[config.mk]
export PLATFORM = sky130hd
export DESIGN_NAME = snake_control
export DESIGN_NICKNAME = d
export VERILOG_FILES = /design/src/rtl/snake_control.sv
export SDC_FILE = /design/constraint.sdc
export NUM_CORES = 1
export LEC_CHECK = 0
export BUFFER_PORTS_ARGS = -buffer_cell sky130_fd_sc_hd__clkbuf_2
export CORE_ASPECT_RATIO = 1.25
export CORE_MARGIN = 3
export CORE_UTILIZATION = 38
export DETAILED_ROUTE_END_ITERATION = 10
export GPL_TIMING_DRIVEN = 0
export PLACE_DENSITY = 0.61
export SLEW_MARGIN = 20
export SYNTH_ARGS = -nofsm -noshare
export SYNTH_HDL_FRONTEND = slang
export SYNTH_SLANG_ARGS = --single-unit
export TNS_END_PERCENT = 20
[constraint.sdc]
create_clock -name clk -period 5.5 [get_ports clk]
set_input_delay 1.1 -clock clk [delete_from_list [all_inputs] [get_ports clk]]
set_output_delay 1.1 -clock clk [all_outputs]
set_load 0.1 [all_outputs]
[src/rtl/snake_control.sv]
`default_nettype none
// ============================================================================
// Module      : snake_control
// Description : Control FSM for the snake game. Sequences one game tick as
//               erase body -> move head -> food test -> body RAM shift ->
//               redraw body -> draw food -> wait, drives every datapath strobe
//               and supplies the VGA pixel colour.
// Revision    : 1.0 - initial release
// ============================================================================
module snake_control #(
  parameter int INIT_LEN    = 4,
  parameter int MAX_LEN     = 64,
  parameter int TICK_CYCLES = 1_000_000
) (
  input  logic        clk,
  input  logic        rst,
  input  logic        key_up,
  input  logic        key_down,
  input  logic        key_left,
  input  logic        key_right,
  input  logic        isDead,
  input  logic        inc_length,
  output logic        ld_head,
  output logic        ld_q_def,
  output logic        inc_address,
  output logic        rst_address,
  output logic        draw_q,
  output logic        update_head,
  output logic        ld_head_into_prev,
  output logic        ld_q_into_curr,
  output logic        ld_prev_into_q,
  output logic        ld_curr_into_prev,
  output logic        draw_curr,
  output logic        food_en,
  output logic        lock,
  output logic        check_inc,
  output logic [3:0]  cnt_status,
  output logic [2:0]  dir,
  output logic [2:0]  colour,
  output logic [10:0] length,
  output logic        dead
);

  localparam int c_TICK_W = $clog2(TICK_CYCLES);

  localparam logic [c_TICK_W-1:0] c_TICK_LAST = c_TICK_W'(TICK_CYCLES - 1);
  localparam logic [c_TICK_W-1:0] c_TICK_ONE  = c_TICK_W'(1);
  localparam logic [10:0]         c_INIT_LEN  = 11'(INIT_LEN);
  localparam logic [10:0]         c_INIT_LAST = 11'(INIT_LEN - 1);
  localparam logic [11:0]         c_MAX_LEN   = 12'(MAX_LEN);

  localparam logic [2:0] c_DIR_UP    = 3'b100;
  localparam logic [2:0] c_DIR_DOWN  = 3'b110;
  localparam logic [2:0] c_DIR_LEFT  = 3'b000;
  localparam logic [2:0] c_DIR_RIGHT = 3'b001;

  localparam logic [2:0] c_COL_ERASE = 3'b000;
  localparam logic [2:0] c_COL_BODY  = 3'b111;
  localparam logic [2:0] c_COL_FOOD  = 3'b100;

  // Every segment pass of ERASE/DRAW is one RD cycle then 16 pixel cycles;
  // every SHIFT pass is RD, LD, WR, NX.
  typedef enum logic [3:0] {
    S_INIT     = 4'd0,
    S_LOAD_DEF = 4'd1,
    S_WAIT     = 4'd2,
    S_ERASE_RD = 4'd3,
    S_ERASE_PX = 4'd4,
    S_MOVE     = 4'd5,
    S_CHECK    = 4'd6,
    S_PREV     = 4'd7,
    S_SH_RD    = 4'd8,
    S_SH_LD    = 4'd9,
    S_SH_WR    = 4'd10,
    S_SH_NX    = 4'd11,
    S_DRAW_RD  = 4'd12,
    S_DRAW_PX  = 4'd13,
    S_FOOD     = 4'd14,
    S_DEAD     = 4'd15
  } state_t;

  state_t                r_state;
  state_t                w_next;
  logic [3:0]            r_cnt;
  logic [10:0]           r_seg;
  logic [c_TICK_W-1:0]   r_tick;
  logic [10:0]           r_len;
  logic                  r_grow;
  logic [2:0]            r_dir;
  logic [2:0]            r_pend;

  logic                  w_px_end;
  logic                  w_tick_end;
  logic                  w_seg_last;
  logic                  w_sh_last;
  logic                  w_can_grow;
  logic                  w_key_valid;
  logic [2:0]            w_key_dir;
  logic                  w_key_ok;

  // Direction that would reverse the snake onto itself.
  function automatic logic [2:0] f_opposite(input logic [2:0] d);
    case (d)
      c_DIR_UP:    f_opposite = c_DIR_DOWN;
      c_DIR_DOWN:  f_opposite = c_DIR_UP;
      c_DIR_LEFT:  f_opposite = c_DIR_RIGHT;
      default:     f_opposite = c_DIR_LEFT;
    endcase
  endfunction

  assign w_px_end   = (r_cnt == 4'd15);
  assign w_tick_end = (r_tick == c_TICK_LAST);
  assign w_seg_last = (r_seg == (r_len - 11'd1));
  // A growing snake needs one extra shift pass to open the new tail slot.
  assign w_sh_last  = (r_seg == (r_grow ? r_len : (r_len - 11'd1)));
  assign w_can_grow = ({1'b0, r_len} < c_MAX_LEN);

  assign dir    = r_dir;
  assign length = r_len;

  // Key priority resolution and reversal filter against the committed dir.
  always_comb begin
    w_key_valid = 1'b1;
    w_key_dir   = r_pend;
    if (key_up) begin
      w_key_dir = c_DIR_UP;
    end else if (key_down) begin
      w_key_dir = c_DIR_DOWN;
    end else if (key_left) begin
      w_key_dir = c_DIR_LEFT;
    end else if (key_right) begin
      w_key_dir = c_DIR_RIGHT;
    end else begin
      w_key_valid = 1'b0;
    end
    w_key_ok = w_key_valid && (w_key_dir != f_opposite(r_dir));
  end

  // State register.
  always_ff @(posedge clk) begin
    if (!rst) begin
      r_state <= S_INIT;
    end else begin
      r_state <= w_next;
    end
  end

  // Next-state decode and Moore output decode of the registered state.
  always_comb begin
    w_next            = r_state;
    ld_head           = 1'b0;
    ld_q_def          = 1'b0;
    inc_address       = 1'b0;
    rst_address       = 1'b0;
    draw_q            = 1'b0;
    update_head       = 1'b0;
    ld_head_into_prev = 1'b0;
    ld_q_into_curr    = 1'b0;
    ld_prev_into_q    = 1'b0;
    ld_curr_into_prev = 1'b0;
    draw_curr         = 1'b0;
    food_en           = 1'b0;
    lock              = 1'b0;
    check_inc         = 1'b0;
    cnt_status        = 4'd0;
    colour            = c_COL_ERASE;
    dead              = 1'b0;
    case (r_state)
      S_INIT: begin
        ld_head     = 1'b1;
        rst_address = 1'b1;
        w_next      = S_LOAD_DEF;
      end
      S_LOAD_DEF: begin
        ld_q_def = 1'b1;
        if (r_seg == c_INIT_LAST) begin
          rst_address = 1'b1;
          w_next      = S_DRAW_RD;
        end else begin
          inc_address = 1'b1;
        end
      end
      S_WAIT: begin
        lock = 1'b1;
        if ((r_tick == '0) && isDead) begin
          w_next = S_DEAD;
        end else if (w_tick_end) begin
          w_next = S_ERASE_RD;
        end
      end
      S_ERASE_RD: begin
        w_next = S_ERASE_PX;
      end
      S_ERASE_PX: begin
        draw_q     = 1'b1;
        cnt_status = r_cnt;
        colour     = c_COL_ERASE;
        if (w_px_end) begin
          if (w_seg_last) begin
            rst_address = 1'b1;
            w_next      = S_MOVE;
          end else begin
            inc_address = 1'b1;
            w_next      = S_ERASE_RD;
          end
        end
      end
      S_MOVE: begin
        update_head = 1'b1;
        w_next      = S_CHECK;
      end
      S_CHECK: begin
        check_inc = 1'b1;
        w_next    = S_PREV;
      end
      S_PREV: begin
        ld_head_into_prev = 1'b1;
        w_next            = S_SH_RD;
      end
      S_SH_RD: begin
        w_next = S_SH_LD;
      end
      S_SH_LD: begin
        ld_q_into_curr = 1'b1;
        w_next         = S_SH_WR;
      end
      S_SH_WR: begin
        ld_prev_into_q = 1'b1;
        w_next         = S_SH_NX;
      end
      S_SH_NX: begin
        ld_curr_into_prev = 1'b1;
        if (w_sh_last) begin
          rst_address = 1'b1;
          w_next      = S_DRAW_RD;
        end else begin
          inc_address = 1'b1;
          w_next      = S_SH_RD;
        end
      end
      S_DRAW_RD: begin
        w_next = S_DRAW_PX;
      end
      S_DRAW_PX: begin
        draw_q     = 1'b1;
        cnt_status = r_cnt;
        colour     = c_COL_BODY;
        if (w_px_end) begin
          if (w_seg_last) begin
            rst_address = 1'b1;
            w_next      = S_FOOD;
          end else begin
            inc_address = 1'b1;
            w_next      = S_DRAW_RD;
          end
        end
      end
      S_FOOD: begin
        food_en    = 1'b1;
        cnt_status = r_cnt;
        colour     = c_COL_FOOD;
        if (w_px_end) begin
          w_next = S_WAIT;
        end
      end
      S_DEAD: begin
        dead = 1'b1;
      end
      default: begin
        w_next = S_INIT;
      end
    endcase
  end

  // Pixel, segment and tick counters, length/grow bookkeeping and direction.
  always_ff @(posedge clk) begin
    if (!rst) begin
      r_cnt  <= 4'd0;
      r_seg  <= 11'd0;
      r_tick <= '0;
      r_len  <= c_INIT_LEN;
      r_grow <= 1'b0;
      r_dir  <= c_DIR_UP;
      r_pend <= c_DIR_UP;
    end else begin
      if (r_state inside {S_ERASE_PX, S_DRAW_PX, S_FOOD}) begin
        r_cnt <= r_cnt + 4'd1;
      end else begin
        r_cnt <= 4'd0;
      end

      if ((r_state == S_WAIT) && !w_tick_end) begin
        r_tick <= r_tick + c_TICK_ONE;
      end else begin
        r_tick <= '0;
      end

      case (r_state)
        S_INIT: begin
          r_seg <= 11'd0;
        end
        S_LOAD_DEF: begin
          r_seg <= (r_seg == c_INIT_LAST) ? 11'd0 : (r_seg + 11'd1);
        end
        S_ERASE_PX, S_DRAW_PX: begin
          if (w_px_end) begin
            r_seg <= w_seg_last ? 11'd0 : (r_seg + 11'd1);
          end
        end
        S_SH_NX: begin
          r_seg <= w_sh_last ? 11'd0 : (r_seg + 11'd1);
        end
        default: begin
        end
      endcase

      if (r_state == S_CHECK) begin
        r_grow <= inc_length && w_can_grow;
      end else if ((r_state == S_SH_NX) && w_sh_last) begin
        r_len  <= r_len + {10'd0, r_grow};
        r_grow <= 1'b0;
      end

      if (r_state == S_MOVE) begin
        r_dir <= r_pend;
      end

      if ((r_state != S_DEAD) && w_key_ok) begin
        r_pend <= w_key_dir;
      end
    end
  end

endmodule
`default_nettype wire

==> results.tsv <==
stage	metric	value	unit
status	status	finished, final reports clean	
yosys	syn avg cell area	7.46	µm²
yosys	Post-synth EDFFs	0	
yosys	Synthesis Warnings	0	
drt	residual DRC count	0	
global_routing	global-route wire length before repair	18100	µm
yosys	sequential fraction of the synthesis area	29.1	%
clock_tree	H-tree levels	3	
yosys	mapped cell area	3920	µm²
global_routing	antenna violations before repair	0	
die	Ports	44	
sta	Final period util	89.9	%
placement	Post-Place Cells	692	
sta	fin. max-slew vios	0	
drt	routed vias	4020	
global_routing	GR Util All Layers	19.0	%
drt	Via density	5.68	
worst_setup_path	CP required	4400	ps
die	cell row count	40	
yosys	ranking of synthesized cells by area	dfxtp_1, nor2_1, xnor2_1	
yosys	cell count after synthesis	525	
clock_tree	cts bufs inserted	9	
clock_tree	clk sinks	57	
cells_and_area	# diodes	0	
yosys	largest family of logic cells by synthesized area	simple AND/OR/NAND/NOR gates	
clock_tree	Post-CTS Hold Buffers	0	
yosys	Yosys top cell area share	29.1	%
yosys	Syn Nets	540	
yosys	Simple-Gate Fraction of Synth Area	30.9	%
yosys	Yosys reg bits	57	
global_routing	GR Util met1	21.6	%
sta	clock skew	5.37	ps
die	floorplan core area	9810	µm²
worst_setup_path	R2R depth	12	
sta	final setup violation count	0	
power_and_ir_drop	P per Cell Area	349	nW/µm²
worst_setup_path	Max FO, Critical Path	10	
yosys	xor/xnor share of the synthesized area	9.62	%
global_routing	routing usage on met2	33.8	%
power_and_ir_drop	total power	1.60	mW
clock_tree	Post-CTS Resized	0	
global_routing	number of global-route vias before repair	3801	
global_routing	Top Usage Layer GRT	met2	
die	die area	11600	µm²
sta	slew margin rel.	59.0	%
yosys	post-synthesis mux area share	1.28	%
yosys	largest area contributor in the netlist	dfxtp_1	
worst_setup_path	Worst Setup End Kind	output port	
clock_tree	Root Buffer	clkbuf_16	
yosys	Post-Synth Adder-Cell Area	2.24	%
sta	Final Hold Violating Endpoints	0	
worst_setup_path	Critical Path AT	3850	ps
cells_and_area	Final Non-Filler Cells	708	
drt	drt pass-1 iters	5	
clock_tree	Clock Path Buffers	2	
power_and_ir_drop	Worst VDD drop	0.272	mV
global_routing	final global-route overflow total	0	
hold_path	HP Class	flip-flop to flip-flop	
power_and_ir_drop	leakage power	1.75	nW
cells_and_area	share of layout cells above drive strength 1	12.9	%
sta	Max Fclk	0.202	GHz
die	Starting Density	39.9	%
run	# Max-Cap Violations	0	
placement	half-perimeter wire length after placement	8220	µm
sta	Tmin final	4950	ps
worst_setup_path	CP Class	flip-flop to output port	
sta	total negative setup slack	0	ps
yosys	Yosys cell types	67	
clock_tree	post-CTS setup buffer count	0	
sta	RSZ-0062 raised after global routing	no	
clock_tree	CTS clk-pin slew, worst paths	50	ps
drt	final WL	10800	µm
die	die height	119	µm
clock_tree	worst skew pair latency	330	ps
cells_and_area	Fillers	1051	
placement	I/O Buffers	41	
yosys	Top FF cell, synth	dfxtp_1	
placement	GPL Wtd Cong	0.895	
global_routing	GRT met3 Usage	4.69	%
hold_path	worst hold path depth	1	
drt	antenna-violating nets left	0	
cells_and_area	NumNets Final	592	
yosys	post-synthesis async set-or-reset flop share	0	%
yosys	Compound-Gate Fraction of Synth Area	20.2	%
cells_and_area	Area growth syn-to-layout	16.8	%
clock_tree	clock tree from TritonCTS	built	
die	chip width	96.8	µm
drt	DRT iter0 DRCs	221	
sta	Worst-Margin Slew	609	ps
global_routing	largest net degree at the start of global routing	11	
drt	routed len/inst	15.3	µm
worst_setup_path	Worst setup SP type	flip-flop	
-- sequential cells by signal, summed over array words and instances (netlist names) --
name / count
length: 11
r_cnt: 4
r_tick: 20
r_grow: 1
r_pend: 3
r_seg: 11
dir: 3
r_state: 4
-- critical path: stages (launching register included) --
cell	delay, ps
dfxtp_1	320
clkbuf_1	220
inv_1	130
ha_1	270
or4b_2	620
o21ai_0	260
nand3_1	140
nor3_1	360
nand3_2	200
clkbuf_1	320
nand3_1	190
clkbuf_2	470
-- path summary, 6_finish.rpt --
path             start     endpoint  slack (ps)
min           r_cnt[0]     r_cnt[0]         460
max reg2reg  length[1]     r_seg[2]        1990
min reg2reg   r_cnt[0]     r_cnt[0]         460
max          length[1]  rst_address         550
-- cell usage in the layout, fill, tap and decap left out, drive strengths merged, types with 9 or more instances in the layout --
| cell type | synthesis | final |
|---|---|---|
| clkbuf | 35 | 89 |
| nor2 | 61 | 61 |
| dfxtp | 57 | 57 |
| nand2 | 46 | 46 |
| nand3 | 29 | 29 |
| o21ai | 27 | 27 |
| xnor2 | 26 | 26 |
| a21oi | 25 | 25 |
| inv | 23 | 23 |
| xor2 | 17 | 17 |
| or3 | 14 | 14 |
| o311ai | 13 | 13 |
| and3 | 11 | 11 |
| nor3 | 9 | 9 |
-- synth_stat cells (all sizes together), types with 2 or more instances --
cell type and number:
a211oi 4, xor2 17, nor4bb 2, a32oi 2, and2 7, o22ai 3, or4 7, nand4 8
o211a 2, a31oi 8, nand2 46, o311ai 13, clkbuf 35, ha 7, nor4b 7, o211ai 6
o31ai 7, o21ai 27, nor2 61, a22oi 2, nand3 29, nor3b 2, inv 23, o41ai 2
and3 11, nor3 9, or4b 3, or2 5, mux2i 5, dfxtp 57, a21oi 25, nor4 6
nor2b 4, or3 14, xnor2 26, buf 5, nand2b 5
-- area by class of cell --
type	count	area, µm²	area share [%]
multi-input combinational	404	2520	55.1
sequential	57	1140	25.0
clock buffer	13	250	5.47
timing repair buffer	41	205	4.49
buffer	40	168	3.67
tap	126	158	3.45
inverter	24	90.1	1.97
clock inverter	3	40.0	0.876
-- power by group --
group / internal, mW / total (mW) / switching, mW
sequential: 0.431 / 0.446 / 0.0142
combinational: 0.127 / 0.599 / 0.472
clock: 0.361 / 0.551 / 0.189
-- through the flow --
step                hold slack (ps)  setup WS [ps]  util (%)  cell area (µm²)
floorplan                       426            259         -             3920
global placement                447            951      43.7             4280
detailed placement              455            942      43.7             4280
CTS                             467            543      46.6             4570
global route                    476            318      46.6             4570
finish                          458            554      46.6             4570
-- kinds of logic (layout without fill, tap and decap cells) --
| logic type | count (synthesis) | count (layout) |
|---|---|---|
| simple gates | 231 | 231 |
| compound gates | 117 | 117 |
| buf+inv | 64 | 121 |
| flops | 57 | 57 |
| xor+xnor | 43 | 43 |
| fa+ha+maj | 7 | 7 |
| mux | 5 | 5 |
| other cells | 1 | 1 |
-- per-layer routing --
layer	wire length [µm]	part of all wire (%)
met2	5530	51
met4	258	2.4
met5	0	0
met1	4540	42
met3	509	4.7
Note: power is estimated with default switching activity, not from simulation.
